## config.mk

```make
export PLATFORM = sky130hd
export DESIGN_NAME = gpu_mem_arbiter
export DESIGN_NICKNAME = d
export VERILOG_FILES = /design/src/rtl/gpu_mem_arbiter_pkg.sv /design/src/rtl/gpu_rr_arbiter.sv /design/src/rtl/gpu_mem_arbiter.sv
export SDC_FILE = /design/constraint.sdc
export NUM_CORES = 1
export LEC_CHECK = 0
export BUFFER_PORTS_ARGS = -buffer_cell sky130_fd_sc_hd__buf_2
export CORE_AREA = 2 2 94 96
export DETAILED_ROUTE_END_ITERATION = 10
export DIE_AREA = 0 0 96 98
export PLACE_DENSITY = 0.72
export RECOVER_POWER = 50
export SLEW_MARGIN = 20
export SYNTH_ARGS = -nofsm -noshare
export SYNTH_HDL_FRONTEND = slang
export SYNTH_SLANG_ARGS = --single-unit
```

## constraint.sdc

```tcl
create_clock -name clock -period 7.33 [get_ports clock]
set_input_delay 0 -clock clock [delete_from_list [all_inputs] [get_ports clock]]
set_output_delay 0 -clock clock [all_outputs]
set_load 0.01 [all_outputs]
```

## src/rtl/gpu_mem_arbiter_pkg.sv

```systemverilog
// Shared types and defaults for merging per-tile gpu_controller byte masters onto one memory port.
// Sizes here match the gpu_controller's m1 master so the bus command struct lines up on both sides.
package gpu_mem_arbiter_pkg;

  localparam int GPU_NUM_MASTERS = 4;
  localparam int GPU_ADDR_BITS   = 32;
  localparam int GPU_DATA_BITS   = 8;

  typedef enum logic [0:0] {
    ARB_IDLE = 1'b0,
    ARB_BUSY = 1'b1
  } arb_state_e;

  typedef struct packed {
    logic [GPU_ADDR_BITS-1:0] address;
    logic [GPU_DATA_BITS-1:0] writedata;
    logic                     read;
    logic                     write;
  } gpu_bus_cmd_t;

  function automatic int gpu_id_bits(input int n);
    return (n > 1) ? $clog2(n) : 1;
  endfunction

endpackage

```

## src/rtl/gpu_rr_arbiter.sv

```systemverilog
// Combinational round-robin pick: the search begins one past last_i and wraps, so the
// most recently served master becomes the lowest priority.
module gpu_rr_arbiter #(
  parameter int N   = 4,
  parameter int IDW = 2
) (
  input  logic [N-1:0]   req_i,
  input  logic [IDW-1:0] last_i,
  output logic [N-1:0]   gnt_o,
  output logic           vld_o
);

  always_comb begin
    logic [IDW-1:0] idx;
    gnt_o = '0;
    vld_o = 1'b0;
    idx   = '0;
    for (int k = 1; k <= N; k++) begin
      idx = IDW'((int'(last_i) + k) % N);
      if (!vld_o && req_i[idx]) begin
        gnt_o[idx] = 1'b1;
        vld_o      = 1'b1;
      end
    end
  end

endmodule

```

## src/rtl/gpu_mem_arbiter.sv

```systemverilog
// Round-robin merge of per-tile byte masters; command issues the cycle after the grant, writes
// complete on accept, reads stay stalled until their in-order response is routed back by an ID FIFO.
module gpu_mem_arbiter
  import gpu_mem_arbiter_pkg::*;
#(
  parameter int NUM_MASTERS = GPU_NUM_MASTERS,
  parameter int ADDR_BITS   = GPU_ADDR_BITS,
  parameter int DATA_BITS   = GPU_DATA_BITS,
  parameter int ID_BITS     = gpu_id_bits(NUM_MASTERS)
) (
  input  logic                             clock,
  input  logic                             reset,
  input  logic [NUM_MASTERS*ADDR_BITS-1:0] s_address,
  input  logic [NUM_MASTERS*DATA_BITS-1:0] s_writedata,
  input  logic [NUM_MASTERS-1:0]           s_write,
  input  logic [NUM_MASTERS-1:0]           s_read,
  output logic [NUM_MASTERS-1:0]           s_waitrequest,
  output logic [DATA_BITS-1:0]             s_readdata,
  output logic [NUM_MASTERS-1:0]           s_readdatavalid,
  output logic [ADDR_BITS-1:0]             m_address,
  output logic [DATA_BITS-1:0]             m_writedata,
  output logic                             m_write,
  output logic                             m_read,
  input  logic                             m_waitrequest,
  input  logic [DATA_BITS-1:0]             m_readdata,
  input  logic                             m_readdatavalid
);

  localparam logic [ID_BITS-1:0] LAST_IDX  = ID_BITS'(NUM_MASTERS - 1);
  localparam logic [ID_BITS:0]   FIFO_FULL = (ID_BITS+1)'(NUM_MASTERS);

  arb_state_e                 state_q, state_d;
  logic [ID_BITS-1:0]         grant_q, grant_d;
  logic [ID_BITS-1:0]         rr_q, rr_d;
  logic [NUM_MASTERS-1:0]     pending_q, pending_d;
  logic [ID_BITS-1:0]         fifo_q [NUM_MASTERS];
  logic [ID_BITS-1:0]         wr_ptr_q, wr_ptr_d;
  logic [ID_BITS-1:0]         rd_ptr_q, rd_ptr_d;
  logic [ID_BITS:0]           count_q, count_d;

  logic [ADDR_BITS-1:0]       addr_a  [NUM_MASTERS];
  logic [DATA_BITS-1:0]       wdata_a [NUM_MASTERS];
  gpu_bus_cmd_t               cmd;
  logic                       busy_req;
  logic                       accept;
  logic                       acc_rd;
  logic                       acc_wr;
  logic                       fifo_full;
  logic                       fifo_empty;
  logic                       pop;
  logic [ID_BITS-1:0]         head;
  logic [NUM_MASTERS-1:0]     eligible;
  logic [NUM_MASTERS-1:0]     arb_req;
  logic [NUM_MASTERS-1:0]     arb_gnt;
  logic                       arb_vld;
  logic [ID_BITS-1:0]         arb_idx;

  function automatic logic [NUM_MASTERS-1:0] to_onehot(input logic [ID_BITS-1:0] idx);
    logic [NUM_MASTERS-1:0] oh;
    oh      = '0;
    oh[idx] = 1'b1;
    return oh;
  endfunction

  for (genvar i = 0; i < NUM_MASTERS; i++) begin : g_unpack
    assign addr_a[i]  = s_address[i*ADDR_BITS +: ADDR_BITS];
    assign wdata_a[i] = s_writedata[i*DATA_BITS +: DATA_BITS];
  end

  assign fifo_full  = (count_q == FIFO_FULL);
  assign fifo_empty = (count_q == '0);
  assign head       = fifo_q[rd_ptr_q];
  // Stale responses (FIFO empty, e.g. issued before reset) are silently dropped.
  assign pop        = m_readdatavalid & ~fifo_empty;

  // Granted command; write wins when a port raises both strobes.
  always_comb begin
    cmd      = '0;
    busy_req = (state_q == ARB_BUSY) && (s_read[grant_q] || s_write[grant_q]);
    if (busy_req) begin
      cmd.address   = addr_a[grant_q];
      cmd.writedata = wdata_a[grant_q];
      cmd.write     = s_write[grant_q];
      cmd.read      = s_read[grant_q] & ~s_write[grant_q];
    end
  end

  assign accept = busy_req & ~m_waitrequest;
  assign acc_rd = accept & cmd.read;
  assign acc_wr = accept & cmd.write;

  assign eligible = (s_read | s_write) & ~pending_q & ~(s_read & {NUM_MASTERS{fifo_full}});
  assign arb_req  = eligible & ((state_q == ARB_BUSY) ? ~to_onehot(grant_q) : '1);

  gpu_rr_arbiter #(
    .N   (NUM_MASTERS),
    .IDW (ID_BITS)
  ) u_rr (
    .req_i  (arb_req),
    .last_i (rr_q),
    .gnt_o  (arb_gnt),
    .vld_o  (arb_vld)
  );

  always_comb begin
    arb_idx = '0;
    for (int i = 0; i < NUM_MASTERS; i++) begin
      if (arb_gnt[i]) arb_idx = ID_BITS'(i);
    end
  end

  always_ff @(posedge clock or posedge reset) begin
    if (reset) begin
      state_q <= ARB_IDLE;
      grant_q <= '0;
      rr_q    <= '0;
    end else begin
      state_q <= state_d;
      grant_q <= grant_d;
      rr_q    <= rr_d;
    end
  end

  always_comb begin
    state_d = state_q;
    grant_d = grant_q;
    rr_d    = rr_q;
    case (state_q)
      ARB_IDLE: begin
        if (arb_vld) begin
          state_d = ARB_BUSY;
          grant_d = arb_idx;
          rr_d    = arb_idx;
        end
      end
      ARB_BUSY: begin
        if (!busy_req) begin
          state_d = ARB_IDLE;
        end else if (accept) begin
          if (arb_vld) begin
            grant_d = arb_idx;
            rr_d    = arb_idx;
          end else begin
            state_d = ARB_IDLE;
          end
        end
      end
      default: state_d = ARB_IDLE;
    endcase
  end

  always_comb begin
    m_address       = cmd.address;
    m_writedata     = cmd.writedata;
    m_read          = cmd.read;
    m_write         = cmd.write;
    s_readdata      = m_readdata;
    s_readdatavalid = pop ? to_onehot(head) : '0;
    s_waitrequest   = '1;
    if (acc_wr) s_waitrequest[grant_q] = 1'b0;
    if (pop)    s_waitrequest[head]    = 1'b0;
  end

  // Read-ID FIFO and per-port outstanding flags. A port can hold at most one read, so
  // NUM_MASTERS entries never overflow; head and grant are distinct ports when both fire.
  always_comb begin
    pending_d = pending_q;
    wr_ptr_d  = wr_ptr_q;
    rd_ptr_d  = rd_ptr_q;
    count_d   = count_q;
    if (pop) begin
      pending_d[head] = 1'b0;
      rd_ptr_d        = (rd_ptr_q == LAST_IDX) ? '0 : rd_ptr_q + 1'b1;
    end
    if (acc_rd) begin
      pending_d[grant_q] = 1'b1;
      wr_ptr_d           = (wr_ptr_q == LAST_IDX) ? '0 : wr_ptr_q + 1'b1;
    end
    case ({acc_rd, pop})
      2'b10:   count_d = count_q + 1'b1;
      2'b01:   count_d = count_q - 1'b1;
      default: count_d = count_q;
    endcase
  end

  always_ff @(posedge clock or posedge reset) begin
    if (reset) begin
      pending_q <= '0;
      wr_ptr_q  <= '0;
      rd_ptr_q  <= '0;
      count_q   <= '0;
    end else begin
      pending_q <= pending_d;
      wr_ptr_q  <= wr_ptr_d;
      rd_ptr_q  <= rd_ptr_d;
      count_q   <= count_d;
    end
  end

  always_ff @(posedge clock) begin
    if (acc_rd) fifo_q[wr_ptr_q] <= grant_q;
  end

endmodule

```

==> impl_metrics.env <==
export IMPL_syn_nets=450
export IMPL_syn_instance_count=256
export IMPL_synth_edf_count=8
export IMPL_drv_cap=2
export IMPL_setup_tns_ns=0
export IMPL_synth_commonest_cells="mux4_2 (44), nor2b_1 (41), inv_1 (20)"
export IMPL_ctsHoldBuffers=1
export IMPL_setup_violations=0
export IMPL_finClkSkew_ns=0.00248
export IMPL_critPathKind="register to output port"
export IMPL_die_h_um=98
export IMPL_start_kind="register"
export IMPL_hpwl_um=8890
export IMPL_finalHoldViolCount=0
export IMPL_hp_class="primary input to output port"
export IMPL_grt_max_degree=57
export IMPL_period_share=0.693
export IMPL_path_clk_slew_ns=0.09
export IMPL_numCtsBuffers=3
export IMPL_clock_root_buffer="clkbuf_8"
export IMPL_cts_setup_buffers=0
export IMPL_cellLeakagePower_nw=1.91
export IMPL_coreArea_um2=8470
export IMPL_synth_distinct_cells=50
export IMPL_violations="max-capacitance violations, max-slew violations"
export IMPL_dieArea_um2=9410
export IMPL_drc=0
export IMPL_synth_top_area_frac=0.350
export IMPL_yosysSeqAreaShare=0.208
export IMPL_grt_antenna_before_repair=0
export IMPL_irDropWorstVdd_v=0.000148
export IMPL_area_delta_synth_final_pct=42.2
export IMPL_synth_async_reset_ratio=0.636
export IMPL_min_from="m_readdata[0]"
export IMPL_grt_pass1_wl_um=15900
export IMPL_synth_cell_area_um2=2840
export IMPL_finalNetCount=656
export IMPL_cts_resized=0
export IMPL_grt_pass1_vias=3014
export IMPL_crit_start="grant_q[1]"
export IMPL_wl_um=10500
export IMPL_crit_path_end_kind="output port"
export IMPL_path_max_fanout=53
export IMPL_first_iter_violations=178
export IMPL_synth_seq_cells=22
export IMPL_overflow=0
export IMPL_p_per_area_nw_per_um2=409
export IMPL_tightest_slew_ns=2.74
export IMPL_required_ns=7.33
export IMPL_viasPerCell=5.28
export IMPL_avgRoutedWirePerCell_um=18.5
export IMPL_ys_warn_count=0
export IMPL_syn_area_per_cell_um2=11.1
export IMPL_drtAntennaViolNets=0
export IMPL_start_util=0.335
export IMPL_clk_latency_ns=0.27
export IMPL_synth_area_leaders="mux4_2 (35%), dfrtp_1 (12%), nor2b_1 (9.0%)"
export IMPL_rsz0062_at_grt="no"
export IMPL_synth_area_leader_cell="mux4_2"
export IMPL_cts_sinks=22
export IMPL_max_slew_margin=-0.826
export IMPL_worstPathArrival_ns=5.08
export IMPL_fp_row_count=34
export IMPL_diodes=0
export IMPL_firstDrtPassIters=4
export IMPL_cts_buffer_depth=2
export IMPL_synth_main_ff_cell="dfrtp_1"
export IMPL_yosysMostFrequentCell="mux4_2"
export IMPL_r2r_start="grant_q[1]"
export IMPL_vias=3003
export IMPL_portBuffers=221
export IMPL_pin_count=238
export IMPL_gp_congestion=1.00
export IMPL_die_width_um=96
export IMPL_grt_use_total=0.219
export IMPL_h_tree_depth=1
export IMPL_period_needed_ns=5.08
export IMPL_drv_slew=95
export IMPL_drive_above_1_share=0.575
export IMPL_utilization=0.476
export IMPL_tritoncts="done"
export IMPL_status="complete, but fails checks"
export IMPL_max_freq_mhz=197
layout make-up:
class,instances,area (um2)
Fill cell,817,4430
Multi-Input combinational cell,191,2050
Timing Repair Buffer,224,1100
Sequential cell,22,596
Tap cell,108,135
Inverter,20,75.1
Clock buffer,3,41.3
Clock inverter,1,30.0
worst max-delay path, cell delays in order, from the launching register on:
cell and delay [ns]:
dfrtp_2 0.36, clkbuf_1 1.94, mux4_2 0.74, o21ai_2 0.13, clkbuf_1 1.21, nor2b_1 0.15, buf_2 0.22
final timing paths:
kind | to | slack (ns) | cells after the start
worst max-delay path | m_address[28] | 2.25 | 6
worst min-delay path | s_readdata[0] | 0.000004 | 0
worst max register to register | count_q[2] | 2.68 | 11
worst min register to register | pending_q[2] | 0.53 | 2
max in group asynchronous | grant_q[0] | 6.53 | 3
min in group asynchronous | count_q[0] | 0.33 | 3
cells by family (layout without fill, tap and decap cells):
kind of cell / after synthesis / after routing / share of synthesized area
AOI/OAI and AO/OA: 41 / 41 / 0.102
xor gates and xnor gates: 3 / 3 / 0.00927
adders and majority gates: 14 / 14 / 0.0644
muxes: 49 / 49 / 0.371
and+or+nand+nor: 84 / 84 / 0.176
DFF: 22 / 22 / 0.208
buffers and inverters: 43 / 248 / 0.0697
metrics by stage:
| step | power, mW | setup slack [ns] | hold WS, ns | area (um2) | cells |
|---|---|---|---|---|---|
| 6_report | 1.65 | 2.25 | 0.00000443 | 4030 | 569 |
| 5_1_grt | 1.80 | 1.76 | 0.0000162 | 4030 | 569 |
| 4_1_cts | 1.65 | 3.80 | 0.0000749 | 4060 | 569 |
| 3_5_place_dp | 1.52 | 3.83 | 0.0000749 | 3980 | 564 |
| 3_3_place_gp | 1.51 | 3.91 | 0.0000749 | 3980 | 564 |
| 2_1_floorplan | 1.15 | 4.62 | -0.111 | 2840 | 256 |
routing by layer:
metal / part of all wire / track usage / vias up
met2: 0.46 / 0.337 / 172
li1: - / - / 1381
met3: 0.11 / 0.0741 / 22
met1: 0.41 / 0.291 / 1428
met5: 0 / 0 / -
met4: 0.025 / 0.0681 / 0
power breakdown:
group | internal (mW) | total, mW | switching [mW] | leakage [nW]
logic | 0.636 | 1.24 | 0.606 | 1.63
clock network | 0.0731 | 0.118 | 0.0452 | 0.0357
registers | 0.177 | 0.288 | 0.112 | 0.240
total | 0.886 | 1.65 | 0.763 | 1.91
state kept, by name, summed over array words and instances, names as in the netlist:
signal	cells
pending_q	4
count_q	3
state_q	1
rd_ptr_q	2
fifo_q	8
wr_ptr_q	2
grant_q	2
cell usage in the layout (no fill, tap or decap), types with 2 or more instances in the layout:
| master | netlist | routed |
|---|---|---|
| ha_1 | 13 | 13 |
| clkbuf_1 | 10 | 17 |
| o22ai_1 | 4 | 4 |
| mux2_2 | 2 | 2 |
| o21ai_0 | 6 | 5 |
| o2111ai_1 | 3 | 3 |
| edfxtp_1 | 8 | 8 |
| nand3b_1 | 2 | 2 |
| a21o_1 | 2 | 2 |
| nand2_1 | 11 | 11 |
| inv_1 | 20 | 20 |
| o21a_1 | 5 | 5 |
| dfrtp_1 | 14 | 12 |
| nor2b_1 | 41 | 41 |
| nand3_1 | 2 | 2 |
| nor3_1 | 2 | 2 |
| nor2_1 | 8 | 8 |
| buf_2 | 5 | 206 |
| and2_1 | 5 | 4 |
| or4_1 | 2 | 2 |
| xor2_1 | 2 | 2 |
| mux4_2 | 44 | 44 |
| or4bb_1 | 2 | 2 |
| a21oi_1 | 9 | 9 |
| clkbuf_8 | 0 | 3 |
| or3_1 | 2 | 2 |
No activity file was read; power rests on OpenSTA's default activity.
